$ cat config.mk
export PLATFORM = sky130hd
export DESIGN_NAME = booth_r4_seq_mult_flat
export DESIGN_NICKNAME = d
export VERILOG_FILES = /design/src/rtl/booth_r4_seq_mult_if.sv /design/src/rtl/booth_r4_seq_mult.sv /design/src/flat_wrapper.sv
export SDC_FILE = /design/constraint.sdc
export NUM_CORES = 1
export LEC_CHECK = 0
export CORE_MARGIN = 3
export CORE_UTILIZATION = 55
export DETAILED_ROUTE_END_ITERATION = 6
export GPL_TIMING_DRIVEN = 0
export PLACE_DENSITY_LB_ADDON = 0.12
export SYNTH_ARGS = -nofsm -noshare
export SYNTH_HDL_FRONTEND = slang
export SYNTH_SLANG_ARGS = --single-unit
$ cat constraint.sdc
create_clock -name clk -period 5.75 [get_ports clk]
set_input_delay 1.725 -clock clk [delete_from_list [all_inputs] [get_ports clk]]
set_output_delay 1.725 -clock clk [all_outputs]
set_load 0.05 [all_outputs]
$ cat src/rtl/booth_r4_seq_mult_if.sv
// Operand/product handshake bundle for booth_r4_seq_mult.
// master = operand producer and product consumer, slave = the multiplier.
interface booth_r4_seq_mult_if #(
  parameter int unsigned WIDTH = 32
);
  logic               in_valid;
  logic               in_ready;
  logic               in_signed;
  logic [WIDTH-1:0]   in_a;
  logic [WIDTH-1:0]   in_b;
  logic               out_valid;
  logic               out_ready;
  logic [2*WIDTH-1:0] out_p;

  modport master (
    output in_valid, in_signed, in_a, in_b, out_ready,
    input  in_ready, out_valid, out_p
  );

  modport slave (
    input  in_valid, in_signed, in_a, in_b, out_ready,
    output in_ready, out_valid, out_p
  );
endinterface

$ cat src/rtl/booth_r4_seq_mult.sv
// Multi-cycle radix-4 Booth multiplier retiring DIGITS_PER_CYCLE digits per clock,
// with valid/ready on operands and product; the product is held until accepted.
module booth_r4_seq_mult #(
  parameter int unsigned WIDTH            = 32,
  parameter int unsigned DIGITS_PER_CYCLE = 1
) (
  input  logic                 clk,
  input  logic                 rst_n,
  booth_r4_seq_mult_if.slave   bus,
  output logic                 busy
);
  localparam int unsigned N_DIG    = WIDTH / 2 + 1;
  localparam int unsigned NUM_ITER = (N_DIG + DIGITS_PER_CYCLE - 1) / DIGITS_PER_CYCLE;
  localparam int unsigned PW       = 2 * WIDTH;
  localparam int unsigned BW       = 2 * NUM_ITER * DIGITS_PER_CYCLE + 1;
  localparam int unsigned STEP     = 2 * DIGITS_PER_CYCLE;
  localparam int unsigned CW       = (NUM_ITER > 1) ? $clog2(NUM_ITER) : 1;

  typedef enum logic [1:0] {IDLE, BUSY, DONE} state_e;

  state_e          state_q, state_d;
  logic [PW-1:0]   a_q, a_d;
  logic [PW-1:0]   acc_q, acc_d;
  logic [PW-1:0]   p_q, p_d;
  logic [BW-1:0]   b_q, b_d;
  logic [CW-1:0]   cnt_q, cnt_d;
  logic            out_valid_q, out_valid_d;
  logic            busy_q, busy_d;

  logic            in_ready;
  logic            accept;
  logic            last_iter;
  logic [PW-1:0]   pp_sum;
  logic [PW-1:0]   pa;

  assign in_ready  = (state_q == IDLE) || ((state_q == DONE) && bus.out_ready);
  assign accept    = bus.in_valid && in_ready;
  assign last_iter = (cnt_q == CW'(NUM_ITER - 1));

  // The multiplicand and multiplier are shifted each iteration so the current
  // digit group always sits at bit 0; the overlap bit survives the shift.
  always_comb begin
    pp_sum = acc_q;
    pa     = '0;
    for (int unsigned j = 0; j < DIGITS_PER_CYCLE; j++) begin
      pa = a_q << (2 * j);
      case (b_q[2*j +: 3])
        3'b001, 3'b010: pp_sum = pp_sum + pa;
        3'b011:         pp_sum = pp_sum + (pa << 1);
        3'b100:         pp_sum = pp_sum - (pa << 1);
        3'b101, 3'b110: pp_sum = pp_sum - pa;
        default:        pp_sum = pp_sum;
      endcase
    end
  end

  always_comb begin
    state_d     = state_q;
    a_d         = a_q;
    b_d         = b_q;
    acc_d       = acc_q;
    cnt_d       = cnt_q;
    p_d         = p_q;
    out_valid_d = out_valid_q;
    busy_d      = busy_q;

    case (state_q)
      BUSY: begin
        acc_d = pp_sum;
        a_d   = a_q << STEP;
        b_d   = b_q >> STEP;
        cnt_d = cnt_q + CW'(1);
        if (last_iter) begin
          p_d         = pp_sum;
          out_valid_d = 1'b1;
          busy_d      = 1'b0;
          state_d     = DONE;
        end
      end
      DONE: begin
        if (bus.out_ready) begin
          out_valid_d = 1'b0;
          state_d     = IDLE;
        end
      end
      default: ;
    endcase

    // Accept overrides DONE's return to IDLE so a consumed result can be
    // followed by new operands on the same edge.
    if (accept) begin
      a_d         = {{WIDTH{bus.in_signed & bus.in_a[WIDTH-1]}}, bus.in_a};
      b_d         = {{(BW-WIDTH-1){bus.in_signed & bus.in_b[WIDTH-1]}}, bus.in_b, 1'b0};
      acc_d       = '0;
      cnt_d       = '0;
      out_valid_d = 1'b0;
      busy_d      = 1'b1;
      state_d     = BUSY;
    end
  end

  always_ff @(posedge clk or negedge rst_n) begin
    if (!rst_n) begin
      state_q     <= IDLE;
      a_q         <= '0;
      b_q         <= '0;
      acc_q       <= '0;
      cnt_q       <= '0;
      p_q         <= '0;
      out_valid_q <= 1'b0;
      busy_q      <= 1'b0;
    end else begin
      state_q     <= state_d;
      a_q         <= a_d;
      b_q         <= b_d;
      acc_q       <= acc_d;
      cnt_q       <= cnt_d;
      p_q         <= p_d;
      out_valid_q <= out_valid_d;
      busy_q      <= busy_d;
    end
  end

  assign bus.in_ready  = in_ready;
  assign bus.out_valid = out_valid_q;
  assign bus.out_p     = p_q;
  assign busy          = busy_q;
endmodule

$ cat src/flat_wrapper.sv
// flat-port wrapper written by rule: the top's interface ports become plain ports
module booth_r4_seq_mult_flat 
#(
  parameter int unsigned WIDTH            = 32,
  parameter int unsigned DIGITS_PER_CYCLE = 1
)
  (clk, rst_n, busy, bus_in_valid, bus_in_signed, bus_in_a, bus_in_b, bus_out_ready, bus_in_ready, bus_out_valid, bus_out_p);
  booth_r4_seq_mult_if #(.WIDTH(WIDTH)) bus_i ();
  input  logic clk;
  input  logic rst_n;
  output logic busy;
  input wire logic [$bits(bus_i.in_valid)-1:0] bus_in_valid;
  input wire logic [$bits(bus_i.in_signed)-1:0] bus_in_signed;
  input wire logic [$bits(bus_i.in_a)-1:0] bus_in_a;
  input wire logic [$bits(bus_i.in_b)-1:0] bus_in_b;
  input wire logic [$bits(bus_i.out_ready)-1:0] bus_out_ready;
  output wire logic [$bits(bus_i.in_ready)-1:0] bus_in_ready;
  output wire logic [$bits(bus_i.out_valid)-1:0] bus_out_valid;
  output wire logic [$bits(bus_i.out_p)-1:0] bus_out_p;
  assign bus_i.in_valid = bus_in_valid;
  assign bus_i.in_signed = bus_in_signed;
  assign bus_i.in_a = bus_in_a;
  assign bus_i.in_b = bus_in_b;
  assign bus_i.out_ready = bus_out_ready;
  assign bus_in_ready = bus_i.in_ready;
  assign bus_out_valid = bus_i.out_valid;
  assign bus_out_p = bus_i.out_p;
  booth_r4_seq_mult #(.WIDTH(WIDTH), .DIGITS_PER_CYCLE(DIGITS_PER_CYCLE)) u_core (.clk(clk), .rst_n(rst_n), .bus(bus_i), .busy(busy));
endmodule
==> results.ini <==
[finish]
drive_gt1_share_pct=9.77
area_growth_syn_to_layout_pct=20.1
nNetsFinal=3005
design_area_mm2=0.0247

[critical_path]
r2r_start=u_core.a_q[11]
cp_data_required_time_ns=6.20
crit_fanout=9
critPathKind=flip-flop to flip-flop
critPathCaptureType=flip-flop
worstRegToRegCells=21
r2r-end=u_core.acc_q[63]
critical_path.startpoint_type=flip-flop
arrival_ns=6.30
reg2reg_slack_ns=-0.1

[grt]
grt_overflow=0
met3_usage_pct=10.7
grt_busiest_layer=met2
grt_max_degree=107
track_usage_pct=42.0
met2_usage_pct=62.3
grt_pass1_wl_mm=127
antenna_found_initial=2
grt_pass1_vias=21200
use_met1_pct=57.2

[logic_synthesis]
ys_ff_latch=234
synth.largest_area_cell=dfrtp_1
ys_seq_area_share_pct=28.5
synthCells=2633
synth_top_area_share_pct=28.5
synth_edf_count=0
syn_area_per_cell_um2=7.82
syn_area_mm2=0.0206
syn_nets=2835
synth_flop_cell=dfrtp_1
yosys_warnings=0
synth_cell_types=74
postSynth.asyncResetShare_pct=100
yosys-top-cells-area=dfrtp_1, ha_1, o21ai_0

[clock_network]
cts.htree.levels=1
clk_pin_slew_worst_paths_ns=0.06
cts.sinks=234
cts_tree=built
cts_root_buf=clkbuf_16
cts_buffer_depth=3
clkLatencyLatePin_ns=0.61
cts_buffers=28

[floorplanning]
dieHeight_um=199
die_x_um=199
num_io_pins=136
rows=70
coreArea_mm2=0.0368
die_area_mm2=0.0398
start_util_pct=55.9

[route]
drtPass1Iterations=6
drc_errors=0
drt_iter0_drc=2546
wire_per_inst_um=26.0
totalWireLength_mm=85.7
ant_nets=0
vias_per_cell=6.74
vias=22200

[sta]
fin_crit_sh_pct=102
fin_setup_tns_ns=-0.195
finalClockSkew_ns=0.0636
drv_slew=0
fmax_mhz=171
setup_ws_ns=-0.0979
maxSlewHeadroom_pct=9.96
rsz0062_at_grt=yes
finalHoldViolCount=0
worstMarginPinSlew_ns=1.35
fin_hold_ws_ns=0.474
period_minus_slack_ns=5.85
setup_viol=3

[place]
dpl_cell_area_mm2=0.0226
io_buffers=135
hpwlAfterDp_mm=64.9
gp_congestion=1.05

[run_status]
status=complete, but fails checks
violations=negative setup slack

[hold_path]
hold_end=u_core.bus.out_p[34]
min_path_cells=2
hold_path_startpoint=u_core.bus.out_p[34]
hold_path_class=flip-flop to flip-flop

[run]
cap_violations=0

==> cell usage in the layout, fill, tap and decap left out, types with 26 or more instances in the layout <==
cell type,n
buf_4,36
a21o_1,55
nor3_1,40
ha_1,118
mux2i_1,109
nand3_1,41
clkbuf_16,28
inv_1,40
o21ai_0,299
nor2_1,228
a21oi_1,219
a211oi_1,33
a31oi_1,26
a221oi_1,32
nand4_1,43
dfrtp_1,231
clkbuf_1,143
xor2_1,79
clkdlybuf4s50_1,134
nand2_1,297
xnor2_1,128
==> through the flow <==
step	cells	setup slack (ns)	util, %
floorplan	2633	0.181	-
detailed placement	3238	-1.77	61.4
CTS	3294	-0.280	65.8
global route	3292	-0.129	67.2
finish	3294	-0.0979	67.2
global placement	3236	-6.94	61.2
==> cell type report <==
class / instances / area, um2
Multi-Input combinational cell: 2161 / 14800
Fill cell: 3064 / 12100
Antenna cell: 2 / 5.00
Timing Repair Buffer: 173 / 1690
Clock inverter: 17 / 210
Clock buffer: 34 / 753
Inverter: 40 / 150
Sequential cell: 234 / 5860
Tap cell: 468 / 586
Buffer: 165 / 636
==> worst max-delay path by stage <==
stage / slack (ns) / end / depth (start not counted) / from
after CTS: -0.28 / u_core.acc_q[63] / 22 / u_core.a_q[19]
after global routing: -0.13 / u_core.acc_q[63] / 21 / u_core.a_q[11]
after floorplan: 0.18 / u_core.bus.out_p[61] / 20 / u_core.a_q[19]
final: -0.1 / u_core.acc_q[63] / 21 / u_core.a_q[11]
after detailed placement: -1.77 / u_core.bus.out_p[33] / 17 / u_core.b_q[1]
after global placement: -6.94 / u_core.b_q[17] / 1 / rst_n
==> layer usage <==
metal / part of all wire, % / wire length [um]
met1: 40 / 34200
met2: 42 / 35800
met3: 12 / 10400
met4: 6.2 / 5300
met5: 0.016 / 14
==> worst max-delay path, cell delays in order (launching register included) <==
cell	delay, ns
dfrtp_1	0.53
nor4_4	0.39
nand4_1	0.32
or4_4	0.64
or2_4	0.29
or3_4	0.39
or3_4	0.36
or3_4	0.36
nand2_4	0.10
xor2_4	0.25
ha_4	0.26
nand4_1	0.12
buf_4	0.14
nor2_2	0.04
a22oi_2	0.29
a31oi_2	0.16
o22ai_4	0.25
o21ai_1	0.10
mux2i_1	0.14
o211ai_1	0.14
nor4_2	0.30
a21oi_1	0.12
==> flip-flops by register name, summed over array words and instances (netlist names) <==
register and cells:
u_core.a_q 64, u_core.acc_q 64, u_core.b_q 34, u_core.bus.out_p 64, u_core.busy 1, u_core.cnt_q 5
u_core.state_q 2
==> repair_timing <==
action	in CTS	in global routing
endpoints found under the hold margin	0	0
endpoints found under the setup margin	90	77
buffers inserted	18	20
resized for setup	123	90
pin swaps	36	45
hold buffers	0	0
==> cell families after synthesis <==
family | count (synthesis) | synth area share [%]
DFF | 234 | 28.5
and+or+nand+nor | 823 | 18.2
muxes | 114 | 5.57
xor gates and xnor gates | 231 | 9.83
adders and majority gates | 133 | 8.16
AOI/OAI and AO/OA | 860 | 25.3
buffers and inverters | 238 | 4.49
==> cell usage after synthesis, types with 16 or more instances <==
library cell / instances
o21ai_0: 316
a221oi_1: 38
buf_1: 16
and3_1: 22
nand3_1: 46
xnor2_1: 141
ha_1: 131
nand2_1: 300
xor2_1: 90
nor2_1: 237
a31oi_1: 28
mux2i_1: 110
dfrtp_1: 234
a21o_1: 55
or3_1: 20
nand2b_1: 17
nand4_1: 43
nor4_1: 22
o21bai_1: 21
nor3_1: 54
inv_1: 40
clkbuf_1: 175
a21oi_1: 231
a211oi_1: 40
Power is not shown: default switching activity piles up to over one toggle a cycle in this logic, so the estimate is an artifact.
